===== src/rtl/fifo_rr_drain.sv =====
// -----------------------------------------------------------------------------
// fifo_rr_drain
//
// Round-robin read scheduler. It drains NUM_Q first-word-fall-through FIFOs
// into one registered valid/ready output stream. One queue is granted at a
// time. A grant lasts for up to BURST_LEN pops, or ends early when that queue
// runs empty. The pointer then rotates to the queue after the granted one.
//
// Optional feature (compile-time macro FIFO_RR_DRAIN_PRIO0_EN):
//   Queue 0 gets strict priority. Whenever queue 0 is non-empty in IDLE it is
//   granted, its burst ignores BURST_LEN and runs until queue 0 is empty, and
//   such a burst leaves the round-robin pointer where it was.
//
// Ports:
//   clk        in   clock, all logic on rising edge
//   rst_n      in   asynchronous active-low reset
//   q_empty    in   [NUM_Q]            per-queue empty; 0 = head word valid
//   q_rdata    in   [NUM_Q*DATA_WIDTH] packed head words, queue i at
//                                      [i*DATA_WIDTH +: DATA_WIDTH]
//   q_ren      out  [NUM_Q]            one-hot pop strobe (combinational)
//   out_valid  out  output register holds a word
//   out_ready  in   consumer accepts when out_valid && out_ready
//   out_data   out  [DATA_WIDTH]       registered word
//   out_qid    out  [QID_WIDTH]        source queue of out_data
//   busy       out  high while a grant (BURST state) is active
// -----------------------------------------------------------------------------
module fifo_rr_drain #(
  parameter int DATA_WIDTH = 8,
  parameter int NUM_Q      = 4,
  parameter int BURST_LEN  = 4,
  parameter int QID_WIDTH  = $clog2(NUM_Q),
  parameter int CNT_WIDTH  = $clog2(BURST_LEN + 1)
) (
  input  logic                        clk,
  input  logic                        rst_n,
  input  logic [NUM_Q-1:0]            q_empty,
  input  logic [NUM_Q*DATA_WIDTH-1:0] q_rdata,
  output logic [NUM_Q-1:0]            q_ren,
  output logic                        out_valid,
  input  logic                        out_ready,
  output logic [DATA_WIDTH-1:0]       out_data,
  output logic [QID_WIDTH-1:0]        out_qid,
  output logic                        busy
);

  typedef enum logic {
    ST_IDLE  = 1'b0,
    ST_BURST = 1'b1
  } state_t;

  // Scan arithmetic carries one extra bit so rr_ptr + offset can exceed
  // NUM_Q-1 before the wrap subtraction.
  localparam int SCAN_WIDTH = QID_WIDTH + 1;

  state_t                 state_q;
  state_t                 state_d;
  logic [QID_WIDTH-1:0]   rr_ptr;
  logic [QID_WIDTH-1:0]   rr_ptr_d;
  logic [QID_WIDTH-1:0]   grant;
  logic [QID_WIDTH-1:0]   grant_d;
  logic [CNT_WIDTH-1:0]   burst_cnt;
  logic [CNT_WIDTH-1:0]   burst_cnt_d;
  logic                   out_valid_d;
  logic [DATA_WIDTH-1:0]  out_data_d;
  logic [QID_WIDTH-1:0]   out_qid_d;

  // Head word of every queue, unpacked so the granted one is a plain index.
  logic [DATA_WIDTH-1:0]  head_word [NUM_Q];

  logic                   any_req;
  logic                   rr_found;
  logic [QID_WIDTH-1:0]   rr_pick;
  logic [QID_WIDTH-1:0]   pick;
  logic [SCAN_WIDTH-1:0]  scan_sum;
  logic [QID_WIDTH-1:0]   scan_idx;

  logic                   load_en;
  logic                   pop;
  logic                   prio_burst;
  logic [QID_WIDTH-1:0]   grant_inc;
  logic [CNT_WIDTH-1:0]   cnt_inc;

  // ---------------------------------------------------------------------------
  // Head-word unpacking
  // ---------------------------------------------------------------------------
  always_comb begin
    for (int i = 0; i < NUM_Q; i++) begin
      head_word[i] = q_rdata[i*DATA_WIDTH +: DATA_WIDTH];
    end
  end

  // ---------------------------------------------------------------------------
  // Round-robin search: first non-empty queue at or after rr_ptr, with wrap.
  // The explicit subtract (rather than masking) keeps a non-power-of-two
  // NUM_Q wrapping at NUM_Q instead of at 2**QID_WIDTH.
  // ---------------------------------------------------------------------------
  always_comb begin
    rr_found = 1'b0;
    rr_pick  = '0;
    scan_sum = '0;
    scan_idx = '0;
    for (int i = 0; i < NUM_Q; i++) begin
      scan_sum = {1'b0, rr_ptr} + SCAN_WIDTH'(i);
      if (scan_sum >= SCAN_WIDTH'(NUM_Q)) begin
        scan_sum = scan_sum - SCAN_WIDTH'(NUM_Q);
      end
      scan_idx = scan_sum[QID_WIDTH-1:0];
      if (!rr_found && !q_empty[scan_idx]) begin
        rr_found = 1'b1;
        rr_pick  = scan_idx;
      end
    end
  end

  assign any_req = ~&q_empty;

`ifdef FIFO_RR_DRAIN_PRIO0_EN
  // Queue 0 overrides the rotation whenever it holds data, and a burst on it
  // is open-ended and does not move the pointer.
  assign pick       = q_empty[0] ? rr_pick : '0;
  assign prio_burst = (grant == '0);
`else
  assign pick       = rr_pick;
  assign prio_burst = 1'b0;
`endif

  // ---------------------------------------------------------------------------
  // Burst bookkeeping helpers
  // ---------------------------------------------------------------------------
  // The output register can take a new word when it is empty or is being
  // consumed in this same cycle; this gives one word per cycle at full rate.
  assign load_en   = !out_valid || out_ready;
  assign pop       = (state_q == ST_BURST) && load_en && !q_empty[grant];
  assign grant_inc = (grant == QID_WIDTH'(NUM_Q - 1)) ? '0 : grant + QID_WIDTH'(1);
  assign cnt_inc   = burst_cnt + CNT_WIDTH'(1);
  assign busy      = (state_q == ST_BURST);

  // ---------------------------------------------------------------------------
  // Next-state and output logic
  // ---------------------------------------------------------------------------
  always_comb begin
    // NOTE: every variable driven here gets a default before any branch, so
    // no path leaves one unassigned and no latch is inferred.
    state_d     = state_q;
    rr_ptr_d    = rr_ptr;
    grant_d     = grant;
    burst_cnt_d = burst_cnt;
    out_valid_d = out_valid;
    out_data_d  = out_data;
    out_qid_d   = out_qid;
    q_ren       = '0;

    // Consumer took the held word and nothing replaces it: register empties.
    // A pop in the same cycle overrides this below.
    if (out_valid && out_ready) begin
      out_valid_d = 1'b0;
    end

    case (state_q)
      ST_IDLE: begin
        burst_cnt_d = '0;
        if (any_req) begin
          grant_d = pick;
          state_d = ST_BURST;
        end
      end

      ST_BURST: begin
        if (pop) begin
          q_ren[grant] = 1'b1;
          out_valid_d  = 1'b1;
          out_data_d   = head_word[grant];
          out_qid_d    = grant;
          if (!prio_burst) begin
            burst_cnt_d = cnt_inc;
            if (cnt_inc == CNT_WIDTH'(BURST_LEN)) begin
              state_d  = ST_IDLE;
              rr_ptr_d = grant_inc;
            end
          end
        end else if (q_empty[grant]) begin
          // Granted queue ran dry: end the grant even if the output is
          // stalled, so other queues are not held off by a stuck consumer.
          state_d = ST_IDLE;
          if (!prio_burst) begin
            rr_ptr_d = grant_inc;
          end
        end
      end

      default: begin
        state_d = ST_IDLE;
      end
    endcase
  end

  // ---------------------------------------------------------------------------
  // State registers
  // ---------------------------------------------------------------------------
  always_ff @(posedge clk or negedge rst_n) begin
    if (!rst_n) begin
      state_q   <= ST_IDLE;
      rr_ptr    <= '0;
      grant     <= '0;
      burst_cnt <= '0;
      out_valid <= 1'b0;
      // NOTE: the output data/qid registers are reset as well, so a consumer
      // that ignores out_valid still sees zeros after reset rather than X.
      out_data  <= '0;
      out_qid   <= '0;
    end else begin
      // NOTE: non-blocking assignments throughout, so every register samples
      // the pre-edge values computed above regardless of evaluation order.
      state_q   <= state_d;
      rr_ptr    <= rr_ptr_d;
      grant     <= grant_d;
      burst_cnt <= burst_cnt_d;
      out_valid <= out_valid_d;
      out_data  <= out_data_d;
      out_qid   <= out_qid_d;
    end
  end

endmodule


===== config.mk =====
export PLATFORM = sky130hd
export DESIGN_NAME = fifo_rr_drain
export DESIGN_NICKNAME = d
export VERILOG_FILES = /design/src/rtl/fifo_rr_drain.sv
export SDC_FILE = /design/constraint.sdc
export NUM_CORES = 1
export LEC_CHECK = 0
export CORE_UTILIZATION = 38
export CTS_BUF_LIST = sky130_fd_sc_hd__clkbuf_16
export DETAILED_ROUTE_END_ITERATION = 7
export PLACE_DENSITY = 0.74
export REMOVE_ABC_BUFFERS = 1
export SYNTH_ARGS = -nofsm -noshare
export SYNTH_HDL_FRONTEND = slang
export SYNTH_SLANG_ARGS = --single-unit
export TNS_END_PERCENT = 20

===== constraint.sdc =====
create_clock -name clk -period 5.3 [get_ports clk]
set_input_delay 0.53 -clock clk [delete_from_list [all_inputs] [get_ports clk]]
set_output_delay 0.53 -clock clk [all_outputs]
set_load 0.01 [all_outputs]

==> results of run 1 <==
logic make-up (layout without fill, tap and decap cells):
logic type | after synthesis | after routing
AOI/OAI and AO/OA | 13 | 13
xor gates and xnor gates | 1 | 1
adders and majority gates | 6 | 6
buffers and inverters | 8 | 63
DFF | 19 | 19
muxes | 22 | 22
and+or+nand+nor | 19 | 19
path summary, 6_finish.rpt:
check                       startpoint           to  cells after the start
max reg2reg                   grant[0]  out_data[1]                      4
min reg2reg                out_data[2]  out_data[2]                      1
min in group asynchronous        rst_n  out_data[6]                      1
max                           grant[0]     q_ren[0]                      5
min                        out_data[2]  out_data[2]                      1
max in group asynchronous        rst_n  out_data[7]                      1
cell type report:
| class | instances | area (µm²) |
|---|---|---|
| inverters | 5 | 18.77 |
| clock inverters | 1 | 5.005 |
| fillers | 248 | 1192 |
| multi-input cells | 61 | 690.7 |
| repair buffers | 54 | 540.5 |
| well taps | 44 | 55.05 |
| flip-flops and latches | 19 | 475.5 |
| clock buffers | 3 | 75.07 |
per-layer routing:
layer | vias to the layer above | routed length (µm)
li1 | 438 | -
met1 | 461 | 1197
met2 | 46 | 1404
met3 | 4 | 196
met4 | 0 | 38
met5 | - | 0
power by group through the flow:
| stage | Sequential [mW] | Clock [mW] | Combinational [mW] |
|---|---|---|---|
| floorplan | 0.309 | 0 | 0.283 |
| global placement | 0.304 | 0 | 0.483 |
| detailed placement | 0.310 | 0 | 0.492 |
| CTS | 0.306 | 0.156 | 0.496 |
| global route | 0.318 | 0.164 | 0.532 |
| finish | 0.306 | 0.156 | 0.491 |
registers in the layout, indices dropped and copies added (netlist names):
| signal | count |
|---|---|
| rr_ptr | 2 |
| out_valid | 1 |
| grant | 2 |
| busy | 1 |
| out_data | 8 |
| burst_cnt | 3 |
| out_qid | 2 |
cell usage after synthesis:
cell	n
dfrtp_1	19
mux2_2	7
o21ai_0	7
ha_1	6
mux2_4	6
mux4_1	6
inv_1	5
and2_2	4
nand2_1	4
mux4_2	3
and2_1	2
clkbuf_8	2
nor2_1	2
a21oi_1	1
a22o_1	1
a41o_1	1
and2b_1	1
buf_12	1
nand2b_1	1
nand2b_4	1
nand3_1	1
nor2_8	1
nor2b_1	1
nor3_1	1
o211a_1	1
o21a_1	1
o31ai_1	1
xor2_1	1
worst max-delay path, cell delays in order, from the launching register on:
cell and delay (ns):
dfrtp_1 0.77, mux4_2 0.61, nand2b_4 0.19, nor2_8 0.24, and2_2 0.19, clkdlybuf4s50_1 0.53
cells in the final DEF, fill, tap and decap left out, types with 2 or more instances in the layout:
| cell | instances |
|---|---|
| and2_1 | 2 |
| and2_2 | 4 |
| clkbuf_16 | 3 |
| clkdlybuf4s50_1 | 54 |
| dfrtp_1 | 19 |
| ha_1 | 6 |
| inv_1 | 5 |
| mux2_2 | 7 |
| mux2_4 | 6 |
| mux4_1 | 6 |
| mux4_2 | 3 |
| nand2_1 | 4 |
| nor2_1 | 2 |
| o21ai_0 | 7 |
==> results.sh, run 1 <==
export IMPL_dp_slack_ns=2.106
export IMPL_holdBufCountCts=0
export IMPL_place_port_buffers=54
export IMPL_min_path_type="flip-flop to flip-flop"
export IMPL_drt_iter0_drc=44
export IMPL_num_rows=20
export IMPL_rsz0062_at_grt="false"
export IMPL_yosys_area_share_adder=0.06091
export IMPL_core_um2=3053
export IMPL_dp_hpwl_um=2135
export IMPL_vias=949
export IMPL_yosys_area_share_xor_xnor=0.007107
export IMPL_yosys_top_cells_area="dfrtp_1 39%, mux4_1 13%, mux2_4 7.3%"
export IMPL_clock_sinks=19
export IMPL_grt_max_degree=20
export IMPL_rrSetupSlack_ns=2.99
export IMPL_clock_latency_ns=0.25
export IMPL_synth_compound_area_frac=0.06802
export IMPL_synth_top_area_frac=0.3858
export IMPL_synth_avg_cell_area_um2=14.00
export IMPL_drt_wl_total_um=2836
export IMPL_crit_path_end_kind="output pin"
export IMPL_ys_warn_count=0
export IMPL_finalSetupViolCount=0
export IMPL_maxSlewHeadroom=0.4229
export IMPL_place_gp_congestion=0.8815
export IMPL_yosys_area_top_type="dfrtp_1"
export IMPL_grt_usage=0.1757
export IMPL_power_density_nw_per_um2=512.3
export IMPL_worst_slew_pin_slew_ns=0.8630
export IMPL_timing_final_crit_share=0.6275
export IMPL_synthCells=88
export IMPL_cts_root_buffer="clkbuf_16"
export IMPL_power_internal_mw=0.6331
export IMPL_seq_power_share=0.321
export IMPL_cts_setup_buffers=0
export IMPL_cts_tree="done"
export IMPL_cts_path_max_buffers=2
export IMPL_cts_buffers=3
export IMPL_dp_cells=183
export IMPL_fin_util=0.6094
export IMPL_p_leak_nw=0.8020
export IMPL_grtUsageMet2=0.3182
export IMPL_status="finished clean"
export IMPL_place_area_um2=1780
export IMPL_crit_type="flip-flop to output pin"
export IMPL_grt_busiest_layer="met2"
export IMPL_fin_area_um2=1861
export IMPL_wire_per_inst_um=15.17
export IMPL_io_pins=55
export IMPL_first_pass_iters=4
export IMPL_grt_use_met1=0.2110
export IMPL_grt_pass1_wl_um=4567
export IMPL_cp_required_ns=4.77
export IMPL_final_max_slew_viol_count=0
export IMPL_layout_cells_non_filler=187
export IMPL_post_route_drc_count=0
export IMPL_synthToLayoutAreaGrowth_pct=50.96
export IMPL_hold_viol_final=0
export IMPL_cts_resized=0
export IMPL_cp_arrival_ns=2.80
export IMPL_die_h_um=58.95
export IMPL_ys_ff_latch=19
export IMPL_whs_ns=0.5051
export IMPL_synth_cell_area_um2=1232
export IMPL_critPathMaxFanout=15
export IMPL_die_w_um=58.95
export IMPL_synth_distinct_cells=28
export IMPL_viasPerCell=5.075
export IMPL_antenna_left=0
export IMPL_comb_power_share=0.515
export IMPL_cts_clk_slew_worst_paths_ns=0.06
export IMPL_layout_nets=189
export IMPL_die_area_um2=3475
export IMPL_use_met3=0.01538
export IMPL_max_freq_mhz=300.7
export IMPL_p_sw_frac=0.3357
export IMPL_fin_total_pwr_mw=0.9531
export IMPL_synthMuxAreaShare=0.3198
export IMPL_tns_ns=0
export IMPL_crit_path_start_kind="flip-flop"
export IMPL_fin_ws_ns=1.974
export IMPL_synthSimpleGateAreaFrac=0.1046
export IMPL_gr_total_overflow=0
export IMPL_ir_worst_vdd_mv=0.1821
export IMPL_antenna_found_initial=0
export IMPL_final_layout_size_suffix_gt1_frac=0.1818
export IMPL_fin_crit_ns=3.326
export IMPL_h_tree_depth=1
export IMPL_num_antenna_cells=0
export IMPL_grt_pass1_vias=981
export IMPL_initial_utilization=0.4037
export IMPL_switching_power_mw=0.3200
export IMPL_cap_violations=0
export IMPL_fin_skew_ns=0.004503
export IMPL_yosysSeqAreaShare=0.3858
export IMPL_synth_top_family_by_area="multiplexers"
export IMPL_p_clk_frac=0.164
Note: power is estimated with default switching activity, not from simulation.
==> inputs of run 2 (changes only) <==
clock period = 3.26 ns   (was 5.3 ns; I/O delays follow)
==> results.sh, run 2 (synthesis gave the netlist of run 1 again) <==
export IMPL_antenna_left=0
export IMPL_power_internal_mw=1.041
export IMPL_holdPathStages=1
export IMPL_grt_use_met1=0.2359
export IMPL_fin_area_um2=1874
export IMPL_grt_pass1_wl_um=4899
export IMPL_cp_required_ns=2.93
export IMPL_cts_path_max_buffers=2
export IMPL_layout_nets=191
export IMPL_grt_pass1_vias=1033
export IMPL_grtUsageMet2=0.3247
export IMPL_crit_path_end_kind="output pin"
export IMPL_place_area_um2=1795
export IMPL_fin_ws_ns=0.4789
export IMPL_status="finished clean"
export IMPL_crit_type="input pin to output pin"
export IMPL_finalSetupViolCount=0
export IMPL_clock_sinks=19
export IMPL_core_um2=3053
export IMPL_crit_path_start_kind="input pin"
export IMPL_p_leak_nw=0.8134
export IMPL_dp_hpwl_um=2229
export IMPL_place_port_buffers=54
export IMPL_whs_ns=0.5050
export IMPL_num_rows=20
export IMPL_largest_register="out_data"
export IMPL_p_clk_frac=0.156
export IMPL_cp_arrival_ns=2.46
export IMPL_p_sw_frac=0.3266
export IMPL_min_path_type="flip-flop to flip-flop"
export IMPL_cts_tree="done"
export IMPL_fin_util=0.6139
export IMPL_drt_iter0_drc=50
export IMPL_reg2reg_from="grant[1]"
export IMPL_vias=920
export IMPL_cts_root_buffer="clkbuf_16"
export IMPL_rrSetupSlack_ns=1.44
export IMPL_n_fill_cell=269
export IMPL_worst_slew_pin_slew_ns=0.8523
export IMPL_r2r_cells=4
export IMPL_maxSlewHeadroom=0.4300
export IMPL_seq_power_share=0.293
export IMPL_largest_register_ffs=8
export IMPL_switching_power_mw=0.5051
export IMPL_grt_max_degree=20
export IMPL_worstHoldEndpoint="out_qid[0]"
export IMPL_tns_ns=0
export IMPL_viasPerCell=4.868
export IMPL_cts_setup_buffers=0
export IMPL_die_h_um=58.95
export IMPL_cts_clk_slew_worst_paths_ns=0.05
export IMPL_drt_wl_total_um=2802
export IMPL_final_layout_size_suffix_gt1_frac=0.1862
export IMPL_power_density_nw_per_um2=825.1
export IMPL_first_pass_iters=4
export IMPL_die_w_um=58.95
export IMPL_antenna_found_initial=0
export IMPL_grt_usage=0.1901
export IMPL_post_route_drc_count=0
export IMPL_grt_busiest_layer="met2"
export IMPL_hold_viol_final=0
export IMPL_layout_common_cells="54 x clkdlybuf4s50_1, 19 x dfrtp_1, 7 x o21ai_0, 7 x mux2_2"
export IMPL_io_pins=55
export IMPL_cap_violations=0
export IMPL_cts_resized=0
export IMPL_max_freq_mhz=359.6
export IMPL_synthToLayoutAreaGrowth_pct=52.08
export IMPL_fin_total_pwr_mw=1.547
export IMPL_comb_power_share=0.551
export IMPL_hp_start="out_qid[0]"
export IMPL_dp_cells=185
export IMPL_h_tree_depth=1
export IMPL_use_met3=0.01978
export IMPL_gr_total_overflow=0
export IMPL_num_antenna_cells=0
export IMPL_fin_crit_ns=2.781
export IMPL_place_gp_congestion=0.9236
export IMPL_timing_final_crit_share=0.8531
export IMPL_cts_buffers=3
export IMPL_r2r_end="out_data[0]"
export IMPL_final_common_cell="clkdlybuf4s50_1"
export IMPL_rsz0062_at_grt="false"
export IMPL_die_area_um2=3475
export IMPL_ir_worst_vdd_mv=0.3052
export IMPL_layout_cells_non_filler=189
export IMPL_clock_latency_ns=0.24
export IMPL_reg_largest_list="out_data: 8 flops, burst_cnt: 3 flops"
export IMPL_initial_utilization=0.4037
export IMPL_wire_per_inst_um=14.83
export IMPL_final_max_slew_viol_count=0
export IMPL_holdBufCountCts=0
export IMPL_dp_slack_ns=0.4792
export IMPL_critPathMaxFanout=14
export IMPL_fin_skew_ns=0.002696
[run 2: cell count changes in the layout (fill, tap and decap cells not counted)]
cell,delta
inv_1,+1
buf_4,+2
clkinv_2,-1
[run 2: worst max path at each step]
stage | start | end | slack (ns) | cells after the start
2_1_floorplan | grant[0] | q_ren[0] | 1.13 | 4
3_3_place_gp | q_empty[0] | q_ren[3] | 0.50 | 6
3_5_place_dp | q_empty[1] | q_ren[3] | 0.48 | 6
4_1_cts | q_empty[0] | q_ren[3] | 0.47 | 6
5_1_grt | q_empty[0] | q_ren[2] | 0.37 | 6
6_report | q_empty[0] | q_ren[3] | 0.48 | 6
[run 2: final cells by class]
type                       count  area, µm²  area share
clock inverter                 1      3.754    0.002003
tap                           44      55.05     0.02937
multi-input combinational     61      690.7      0.3685
inverter                       5      18.77     0.01001
sequential                    19      475.5      0.2537
clock buffer                   3      75.07     0.04005
timing repair buffer          56      555.5      0.2964
[run 2: critical path, cell delays in order]
cell             delay (ns)
clkdlybuf4s50_1        0.48
mux4_2                 0.50
nand2b_4               0.19
nor2_8                 0.24
and2_2                 0.18
clkdlybuf4s50_1        0.53
[run 2: layer usage]
layer / wire (µm) / share of wire
met1: 1225 / 0.44
met2: 1357 / 0.48
met3: 151 / 0.054
met4: 68 / 0.024
met5: 0 / 0
[run 2: power by group through the flow]
stage | Sequential (mW) | Combinational, mW | Clock (mW)
floorplan | 0.502 | 0.460 | 0
global placement | 0.450 | 0.845 | 0
detailed placement | 0.459 | 0.862 | 0
CTS | 0.455 | 0.867 | 0.249
global route | 0.474 | 0.935 | 0.262
finish | 0.454 | 0.852 | 0.241
